--- config.mk ---
export PLATFORM = sky130hd
export DESIGN_NAME = uart_rx_os
export DESIGN_NICKNAME = d
export VERILOG_FILES = /design/src/rtl/uart_pkg.sv /design/src/rtl/uart_baud_tick.sv /design/src/rtl/uart_rx_os.sv
export SDC_FILE = /design/constraint.sdc
export NUM_CORES = 1
export LEC_CHECK = 0
export ABC_CLOCK_PERIOD_IN_PS = 3700
export CAP_MARGIN = 20
export CORE_ASPECT_RATIO = 0.5
export CORE_UTILIZATION = 45
export DETAILED_ROUTE_END_ITERATION = 8
export HOLD_SLACK_MARGIN = 0.05
export PLACE_DENSITY = 0.67
export SLEW_MARGIN = 30
export SYNTH_ARGS = -nofsm -noshare
export SYNTH_HDL_FRONTEND = slang
export SYNTH_SLANG_ARGS = --single-unit
--- constraint.sdc ---
create_clock -name clk -period 3.7 [get_ports clk]
set_input_delay 0.37 -clock clk [delete_from_list [all_inputs] [get_ports clk]]
set_output_delay 0.37 -clock clk [all_outputs]
set_load 0.1 [all_outputs]
--- src/rtl/uart_pkg.sv ---
// Shared definitions for the 8N1 UART blocks: receiver state encoding,
// default link constants and the baud-tick divisor helper.
package uart_pkg;

  localparam int DEF_CLK_FREQ  = 100_000_000;
  localparam int DEF_BAUD      = 9600;
  localparam int DEF_OVERSAMPLE = 16;

  typedef enum logic [2:0] {
    IDLE      = 3'd0,
    START     = 3'd1,
    DATA      = 3'd2,
    STOP      = 3'd3,
    WAIT_IDLE = 3'd4
  } rx_state_e;

  // Clocks per oversample tick, floored; never below 1 so the tick
  // generator degenerates to "every clock" rather than to no tick at all.
  function automatic int calc_div(input int clk_freq, input int baud, input int os);
    int d;
    d = clk_freq / (baud * os);
    if (d < 1) d = 1;
    return d;
  endfunction

  // Two-out-of-three vote used for the mid-bit samples.
  function automatic logic maj3(input logic a, input logic b, input logic c);
    return (a & b) | (a & c) | (b & c);
  endfunction

endpackage

--- src/rtl/uart_baud_tick.sv ---
// Oversample tick generator: one-clock o_tick every DIV clocks. i_restart
// zeroes the count so the following ticks are phase-aligned to the event
// that caused the restart (start edge on RX, start of frame on TX).
module uart_baud_tick #(
  parameter int DIV = 651
) (
  input  logic i_clk,
  input  logic i_rst_n,
  input  logic i_restart,
  output logic o_tick
);

  localparam int CW = (DIV > 1) ? $clog2(DIV) : 1;
  localparam logic [CW-1:0] TC = CW'(DIV - 1);

  logic [CW-1:0] r_cnt;

  // Divisor counter: wraps at terminal count, restarts on request.
  always_ff @(posedge i_clk or negedge i_rst_n) begin
    if (!i_rst_n) begin
      r_cnt <= '0;
    end else if (i_restart || (r_cnt == TC)) begin
      r_cnt <= '0;
    end else begin
      r_cnt <= r_cnt + 1'b1;
    end
  end

  assign o_tick = (r_cnt == TC) && !i_restart;

endmodule

--- src/rtl/uart_rx_os.sv ---
// Oversampling 8N1 UART receiver.
//
//   state     | meaning
//   ----------+----------------------------------------------------------
//   IDLE      | line idle, waiting for a falling edge on the synced input
//   START     | qualifying the start bit by mid-bit majority, then
//             | finishing the start-bit period
//   DATA      | sampling N+1 data bits LSB first, one per bit period
//   STOP      | mid-stop-bit vote: good frame -> strobe data, else error
//   WAIT_IDLE | after a framing error, wait for a full bit of idle high
//
// Sample ticks inside a bit are numbered 0..OVERSAMPLE-1 by r_sc; the vote
// uses ticks OVERSAMPLE/2-1, /2 and /2+1. The START state keeps counting to
// the end of the start bit so that DATA sees whole bit periods.
module uart_rx_os
  import uart_pkg::*;
#(
  parameter int CLK_FREQ   = DEF_CLK_FREQ,
  parameter int BAUD       = DEF_BAUD,
  parameter int OVERSAMPLE = DEF_OVERSAMPLE,
  parameter int N          = 7
) (
  input  logic       clk,
  input  logic       reset,
  input  logic       rx,
  output logic [N:0] data_out,
  output logic       rx_data_rdy,
  output logic       frame_err,
  output logic       busy
);

  localparam int DIV = calc_div(CLK_FREQ, BAUD, OVERSAMPLE);
  localparam int SCW = $clog2(OVERSAMPLE);
  localparam int BIW = (N > 0) ? $clog2(N + 1) : 1;

  localparam logic [SCW-1:0] SC_LAST = SCW'(OVERSAMPLE - 1);
  localparam logic [SCW-1:0] SC_S0   = SCW'(OVERSAMPLE / 2 - 1);
  localparam logic [SCW-1:0] SC_S1   = SCW'(OVERSAMPLE / 2);
  localparam logic [SCW-1:0] SC_S2   = SCW'(OVERSAMPLE / 2 + 1);
  localparam logic [BIW-1:0] BI_LAST = BIW'(N);

  logic r_sync1;
  logic r_rx_s;
  logic r_rx_d;

  rx_state_e      r_state;
  logic [SCW-1:0] r_sc;
  logic [BIW-1:0] r_bi;
  logic [N:0]     r_shift;
  logic           r_v0;
  logic           r_v1;
  logic [N:0]     r_data_out;
  logic           r_rdy;
  logic           r_ferr;
  logic           r_busy;

  logic w_fall;
  logic w_restart;
  logic w_tick;
  logic w_vote;

  // Two-flop synchroniser plus a delayed copy for edge detection; all
  // reset high so releasing reset on an idle line never looks like a start.
  always_ff @(posedge clk or negedge reset) begin
    if (!reset) begin
      r_sync1 <= 1'b1;
      r_rx_s  <= 1'b1;
      r_rx_d  <= 1'b1;
    end else begin
      r_sync1 <= rx;
      r_rx_s  <= r_sync1;
      r_rx_d  <= r_rx_s;
    end
  end

  assign w_fall    = r_rx_d & ~r_rx_s;
  assign w_restart = (r_state == IDLE) && w_fall;
  // Third vote is the live sample taken on the last of the three ticks.
  assign w_vote    = maj3(r_v0, r_v1, r_rx_s);

  uart_baud_tick #(
    .DIV (DIV)
  ) u_tick (
    .i_clk     (clk),
    .i_rst_n   (reset),
    .i_restart (w_restart),
    .o_tick    (w_tick)
  );

  // Receive FSM with registered strobes, busy flag and output byte.
  always_ff @(posedge clk or negedge reset) begin
    if (!reset) begin
      r_state    <= IDLE;
      r_sc       <= '0;
      r_bi       <= '0;
      r_shift    <= '0;
      r_v0       <= 1'b0;
      r_v1       <= 1'b0;
      r_data_out <= '0;
      r_rdy      <= 1'b0;
      r_ferr     <= 1'b0;
      r_busy     <= 1'b0;
    end else begin
      r_rdy  <= 1'b0;
      r_ferr <= 1'b0;

      if (w_tick) begin
        if (r_sc == SC_S0) r_v0 <= r_rx_s;
        if (r_sc == SC_S1) r_v1 <= r_rx_s;
      end

      case (r_state)
        IDLE: begin
          if (w_fall) begin
            r_state <= START;
            r_sc    <= '0;
            r_busy  <= 1'b1;
          end
        end

        START: begin
          if (w_tick) begin
            if ((r_sc == SC_S2) && w_vote) begin
              // Line was high again at mid-bit: glitch, not a start bit.
              r_state <= IDLE;
              r_sc    <= '0;
              r_busy  <= 1'b0;
            end else if (r_sc == SC_LAST) begin
              r_state <= DATA;
              r_sc    <= '0;
              r_bi    <= '0;
            end else begin
              r_sc <= r_sc + 1'b1;
            end
          end
        end

        DATA: begin
          if (w_tick) begin
            if (r_sc == SC_S2) r_shift <= {w_vote, r_shift[N:1]};
            if (r_sc == SC_LAST) begin
              r_sc <= '0;
              if (r_bi == BI_LAST) begin
                r_state <= STOP;
              end else begin
                r_bi <= r_bi + 1'b1;
              end
            end else begin
              r_sc <= r_sc + 1'b1;
            end
          end
        end

        STOP: begin
          if (w_tick) begin
            if (r_sc == SC_S2) begin
              r_sc <= '0;
              if (w_vote) begin
                // Leave at mid-stop so a start edge right after the stop
                // bit still finds us in IDLE.
                r_data_out <= r_shift;
                r_rdy      <= 1'b1;
                r_busy     <= 1'b0;
                r_state    <= IDLE;
              end else begin
                r_ferr  <= 1'b1;
                r_state <= WAIT_IDLE;
              end
            end else begin
              r_sc <= r_sc + 1'b1;
            end
          end
        end

        WAIT_IDLE: begin
          // Any low sample restarts the idle count, so a held break is
          // never reinterpreted as a stream of zero bytes.
          if (!r_rx_s) begin
            r_sc <= '0;
          end else if (w_tick) begin
            if (r_sc == SC_LAST) begin
              r_sc    <= '0;
              r_busy  <= 1'b0;
              r_state <= IDLE;
            end else begin
              r_sc <= r_sc + 1'b1;
            end
          end
        end

        default: begin
          r_state <= IDLE;
          r_sc    <= '0;
          r_busy  <= 1'b0;
        end
      endcase
    end
  end

  assign data_out    = r_data_out;
  assign rx_data_rdy = r_rdy;
  assign frame_err   = r_ferr;
  assign busy        = r_busy;

endmodule

# Word-level counts from Yosys, hierarchy flattened
# Cells that the tools add are included.
[op_classes]
n_addsub = 3
n_eq_ne = 26
mux = 48
bitwise = 8
n_reduce_logical = 15
[op_table]
columns = ["operator", "count"]
rows = [
  ["3-bit 2-to-1 mux", 18],
  ["4-bit 2-to-1 mux", 8],
  ["2-bit inequality test (second input constant)", 11],
  ["4-bit one-hot mux with 5 select lines", 1],
  ["1-bit 2-to-1 mux", 17],
  ["3-bit one-hot mux with 5 select lines", 1],
  ["4-bit equality test (second input constant)", 3],
  ["11-bit AND reduction", 1],
  ["10-bit by 1-bit adder with 10-bit output (second input constant)", 1],
  ["10-bit equality test (second input constant)", 1],
  ["10-bit 2-to-1 mux", 1],
  ["10-bit AND reduction", 1],
  ["2-bit by 1-bit inequality test with 1-bit output (second input constant)", 4],
  ["7-bit AND reduction", 1],
  ["3-bit by 2-bit equality test with 1-bit output (second input constant)", 2],
  ["3-bit equality test (second input constant)", 2],
  ["3-bit one-hot mux with 2 select lines", 1],
  ["3-bit AND reduction", 2],
  ["1-bit one-hot mux with 5 select lines", 1],
  ["4-bit by 1-bit adder with 4-bit output (second input constant)", 1],
  ["1-bit bitwise AND", 4],
  ["4-bit by 3-bit equality test with 1-bit output (second input constant)", 1],
  ["2-bit AND reduction", 2],
  ["4-bit AND reduction", 1],
  ["other kinds (10)", 14],
]
[totals]
ff_bits = 44

# Logic depth before layout (Yosys ltp)
[depth]
depth_word = 8
depth_mapped = 7
depth_no_buf = 7

# Modules after synthesis
# A second synthesis with hierarchy kept.
[hier_totals]
hier_cells = 206
hier_area_um2 = 2274.7
[modules_own_cells]
columns = ["mod", "n_inst", "cells_per_inst", "area_per_inst_um2", "seq_area_each_um2"]
rows = [
  ["uart_rx_os", 1, 156, 1766.7, 854.6],
  ["uart_baud_tick", 1, 50, 508.0, 250.2],
]

# Least setup slack after synthesis
# Ideal clock, no wire load.
[synth_timing]
kind = "reg2reg"
from = "reg u_tick.r_cnt[0]"
to = "reg r_data_out[0], in the netlist data_out[0]"
setup_time_ns = 0.125
arrival_time_ns = 1.952
required_ns = 3.575
slack_ns = 1.622
path_stages_with_launch = 8
n_path_buf = 0
path_cell_list = "dfrtp_1 > inv_1 > ha_1 > and3b_1 > and3_4 > nand2_4 > nor4_4 > mux2_2"
[synth_between]
elab_chain_cells = 3
[synth_rtl]
columns = ["item", "line", "source"]
rows = [
  ["from (decl)", "uart_baud_tick.sv:16", "logic [CW-1:0] r_cnt;"],
  ["from (signal assigned)", "uart_baud_tick.sv:25", "r_cnt <= r_cnt + 1'b1;"],
  ["10-bit equality test", "uart_baud_tick.sv:29", "assign o_tick = (r_cnt == TC) && !i_restart;"],
  ["1-bit logical AND", "uart_baud_tick.sv:29", ""],
  ["4-bit AND reduction (no line)", "--", ""],
  ["to (signal assigned)", "uart_rx_os.sv:161", "r_data_out <= r_shift;"],
  ["to (decl)", "uart_rx_os.sv:52", "logic [N:0] r_data_out;"],
]
# Every way passes these cells.
# A chain may end at the register's enable or synchronous reset.

# Worst setup path after layout
[layout_timing]
from = "reg u_tick.r_cnt[0]"
to = "reg r_data_out[7], in the netlist data_out[7]"
# Same word-level chain as after synthesis.

==> reports/qor.tcl <==
set qor(worstPathArrival_ns) 2.48
set qor(fp-row-count) 17
set qor(placeableCoreArea_um2) 4620
set qor(slew_headroom) 0.352
set qor(ys_seq_area_frac) 0.488
set qor(synth-edff-count) 0
set qor(synth_nets) 212
set qor(cp.buffers_inverters) 1
set qor(grt_max_degree) 45
set qor(synth-simple-area-share) 0.182
set qor(layout_stage_area_growth_over_the_synthesis_result_pct) 13.4
set qor(startpoint) {u_tick.r_cnt[0]}
set qor(synth_top_family_by_area) {simple AND/OR/NAND/NOR gates}
set qor(rsz0062_at_grt) {no}
set qor(highest-signal-layer) {met4}
set qor(met3WireLength_um) 182
set qor(tritoncts.num_buffers) 5
set qor(cap_violations) 0
set qor(ys_seq_elements) 44
set qor(worstSetupStartpointType) {register}
set qor(antennaDiodeCount) 0
set qor(synth.avg_cell_area_um2) 11.2
set qor(worst_ep_required_time_ns) 3.89
set qor(post_layout_net_count) 226
set qor(dieWidth_um) 102
set qor(place_ws_ns) 1.41
set qor(synth-adder-area-share) 0.0431
set qor(wirelength_met1_um) 2060
set qor(die_area_um2) 5340
set qor(final_critical_path_setup_slack_ns) 1.41
set qor(rr_endpoint) {data_out[7]}
set qor(grt_use_total) 0.173
set qor(worst_pin_slew_ns) 0.969
set qor(irDropWorstVdd_uv) 217
set qor(layoutNonFillerInstCount) 283
set qor(compound_gate_portion_of_the_synthesized_area) 0.111
set qor(grt_first_pass_wirelength_um) 6860
set qor(wl_um) 4000
set qor(synth-main-ff-cell) {dfrtp_1}
set qor(cts_resized) 0
set qor(cellLeakagePower_nw) 1.14
set qor(area.sequential_um2) 1100
set qor(critical_path.max_stage_delay_ns) 0.58
set qor(cts_tree) {done}
set qor(clock.fmax_ghz) 0.436
set qor(post_cts.repair.setup_buffers) 0
set qor(fraction_of_final_layout_cells_with_drive_strength_greater_than_1) 0.194
set qor(critPathCaptureType) {register}
set qor(run_status) {finished, final reports clean}
set qor(wl_per_cell_um) 14.1
set qor(worstPathCellList) {inv_1 -> ha_1 -> and3b_1 -> and3_4 -> nand2_4 -> nor4_4 -> mux2_2}
set qor(synth_largest_area_cell) {dfrtp_1}
set qor(cts.reportedPaths.clkPinSlew_ns) 0.08
set qor(detailedPlacementHpwl_um) 2790
set qor(portBuffers) 13
set qor(timing.setup.critical_path_class) {register to register}
set qor(grt_antenna_before_repair) 0
set qor(async_reset_ff_frac) 1.00
set qor(synth.mux.area_fraction) 0.113
set qor(count_of_boundary_i_o_pins) 14
set qor(synth.top_cell.area_share) 0.453
set qor(critical_path_peak_fanout) 8
set qor(detail_route.first_pass.iterations) 4
set qor(initial_core_util) 0.491
set qor(finalMaxSlewViolations) 0
set qor(post-route-period-util) 0.620
set qor(clk_root_buf) {clkbuf_8}
set qor(fp.dieH_um) 52.2
set qor(grt_remaining_overflow) 0
set qor(cts_hold_bufs) 0
set qor(worstReg2RegStart) {u_tick.r_cnt[0]}
set qor(critical-path-top-delay-family) {simple AND/OR/NAND/NOR gates}
set qor(multiInputGateArea_um2) 1100
set qor(remaining_drc_errors) 0
set qor(place.gp.congestion) 0.836
set qor(rr_worst_depth) 7
set qor(skew_ns) 0.00364
set qor(regToRegSetupSlack_ns) 1.41
set qor(htreeDepth) 2
set qor(vias_per_cell) 5.48
set qor(critical_path.slowest_cell) {nor4_4}
set qor(cts_buffer_depth) 2
set qor(shortest_period_the_worst_path_allows_ns) 2.29
set qor(report.final.hold_viol_count) 0
set qor(final_setup_vio_count) 0
set qor(netlist-cell-type-count) 51
set qor(wl_met2_um) 1710
set qor(timing.setup.tns_ns) 0
set qor(synth-xor-area-share) 0.0348
set qor(fillerInstances) 397
set qor(detailroute.via_count) 1550
set qor(drt_iter0_markers) 58
set qor(detail-route-antenna-nets) 0
set qor(first_global_vias) 1443
set qor(yosys_warnings) 0
set qor(clkLatencyLatePin_ns) 0.30
set qor(post-place-cells) 275
set qor(power-per-cell-area_nw_per_um2) 485
set qor(synthesized_instance_count) 202
set qor(numClockSinks) 44
set qor(worstHoldPathType) {input port to asynchronous set/reset pin}
set qor(synthesis.area_um2) 2270
set qor(synth.top_cells.by_area) {dfrtp_1 (45%), mux2_2 (9.9%), ha_1 (3.9%)}
-- where the power goes --
group	leakage, nW	total (mW)	switching, mW	internal, mW
sequential	0.593	0.585	0.0636	0.521
combinational	0.488	0.270	0.168	0.102
clock	0.0614	0.392	0.171	0.221
total	1.14	1.25	0.402	0.844
-- cell usage in the layout (no fill, tap or decap), types with 4 or more instances in the layout --
cell	n
o21ai_0	7
nor2_1	20
a21oi_1	6
nand2_1	8
dfrtp_1	41
clkbuf_8	6
mux2_2	20
xnor2_1	6
ha_1	7
clkdlybuf4s50_1	12
a31oi_1	4
nand3_1	6
nand2b_1	5
inv_1	10
-- kinds of logic after synthesis --
| logic type | Yosys count |
|---|---|
| AND/OR/NAND/NOR | 68 |
| flip-flops | 44 |
| AO/OA/AOI/OAI | 34 |
| multiplexers | 23 |
| buffers and inverters | 16 |
| XOR/XNOR | 9 |
| adder cells (fa/ha/maj) | 8 |
-- state kept, by name, summed over array words and instances (netlist names) --
signal / flops
r_shift: 8
r_state: 3
r_rx_s: 1
r_v1: 1
r_rx_d: 1
r_sync1: 1
frame_err: 1
r_sc: 4
busy: 1
r_v0: 1
rx_data_rdy: 1
data_out: 8
r_bi: 3
u_tick.r_cnt: 10
-- cells in the mapped netlist (3+ instances only) --
cell	count
buf_2	4
xor2_1	3
mux2i_1	3
a31oi_1	4
nand2_1	8
nor3_1	3
nor4_1	3
xnor2_1	6
nand3_1	6
ha_1	7
and3_1	3
nor2_1	20
o21ai_0	7
mux2_2	20
dfrtp_1	41
nand2b_1	5
a21oi_1	6
dfstp_2	3
inv_1	10
nand3b_1	3
-- final cells by class --
class                      count  area share
timing repair buffer          13      0.0497
clock buffer                   6      0.0321
inverter                      10      0.0146
multi-input combinational    142       0.426
sequential                    44       0.430
clock inverter                 2      0.0151
tap                           66      0.0321
-- stage by stage --
step                power, mW  hold slack, ns  instance area [µm²]   util
floorplan               0.801          0.0744                 2270      -
global route             1.32          0.0887                 2570  0.557
detailed placement      0.861           0.347                 2450  0.530
global placement        0.860           0.346                 2450  0.530
finish                   1.25          0.0479                 2570  0.557
CTS                      1.26           0.244                 2570  0.556
-- worst max path at each step --
| stage | depth (start not counted) | end |
|---|---|---|
| 3_5_place_dp | 7 | data_out[4] |
| 5_1_grt | 7 | data_out[1] |
| 6_report | 7 | data_out[7] |
| 4_1_cts | 7 | data_out[1] |
| 3_3_place_gp | 7 | data_out[1] |
| 2_1_floorplan | 7 | data_out[0] |
-- metal layers --
metal / GRT usage / vias up
li1: - / 758
met1: 0.245 / 749
met2: 0.252 / 38
met3: 0.0493 / 5
met4: 0.0643 / 0
met5: 0 / -
(Power assumes the default switching activity.)
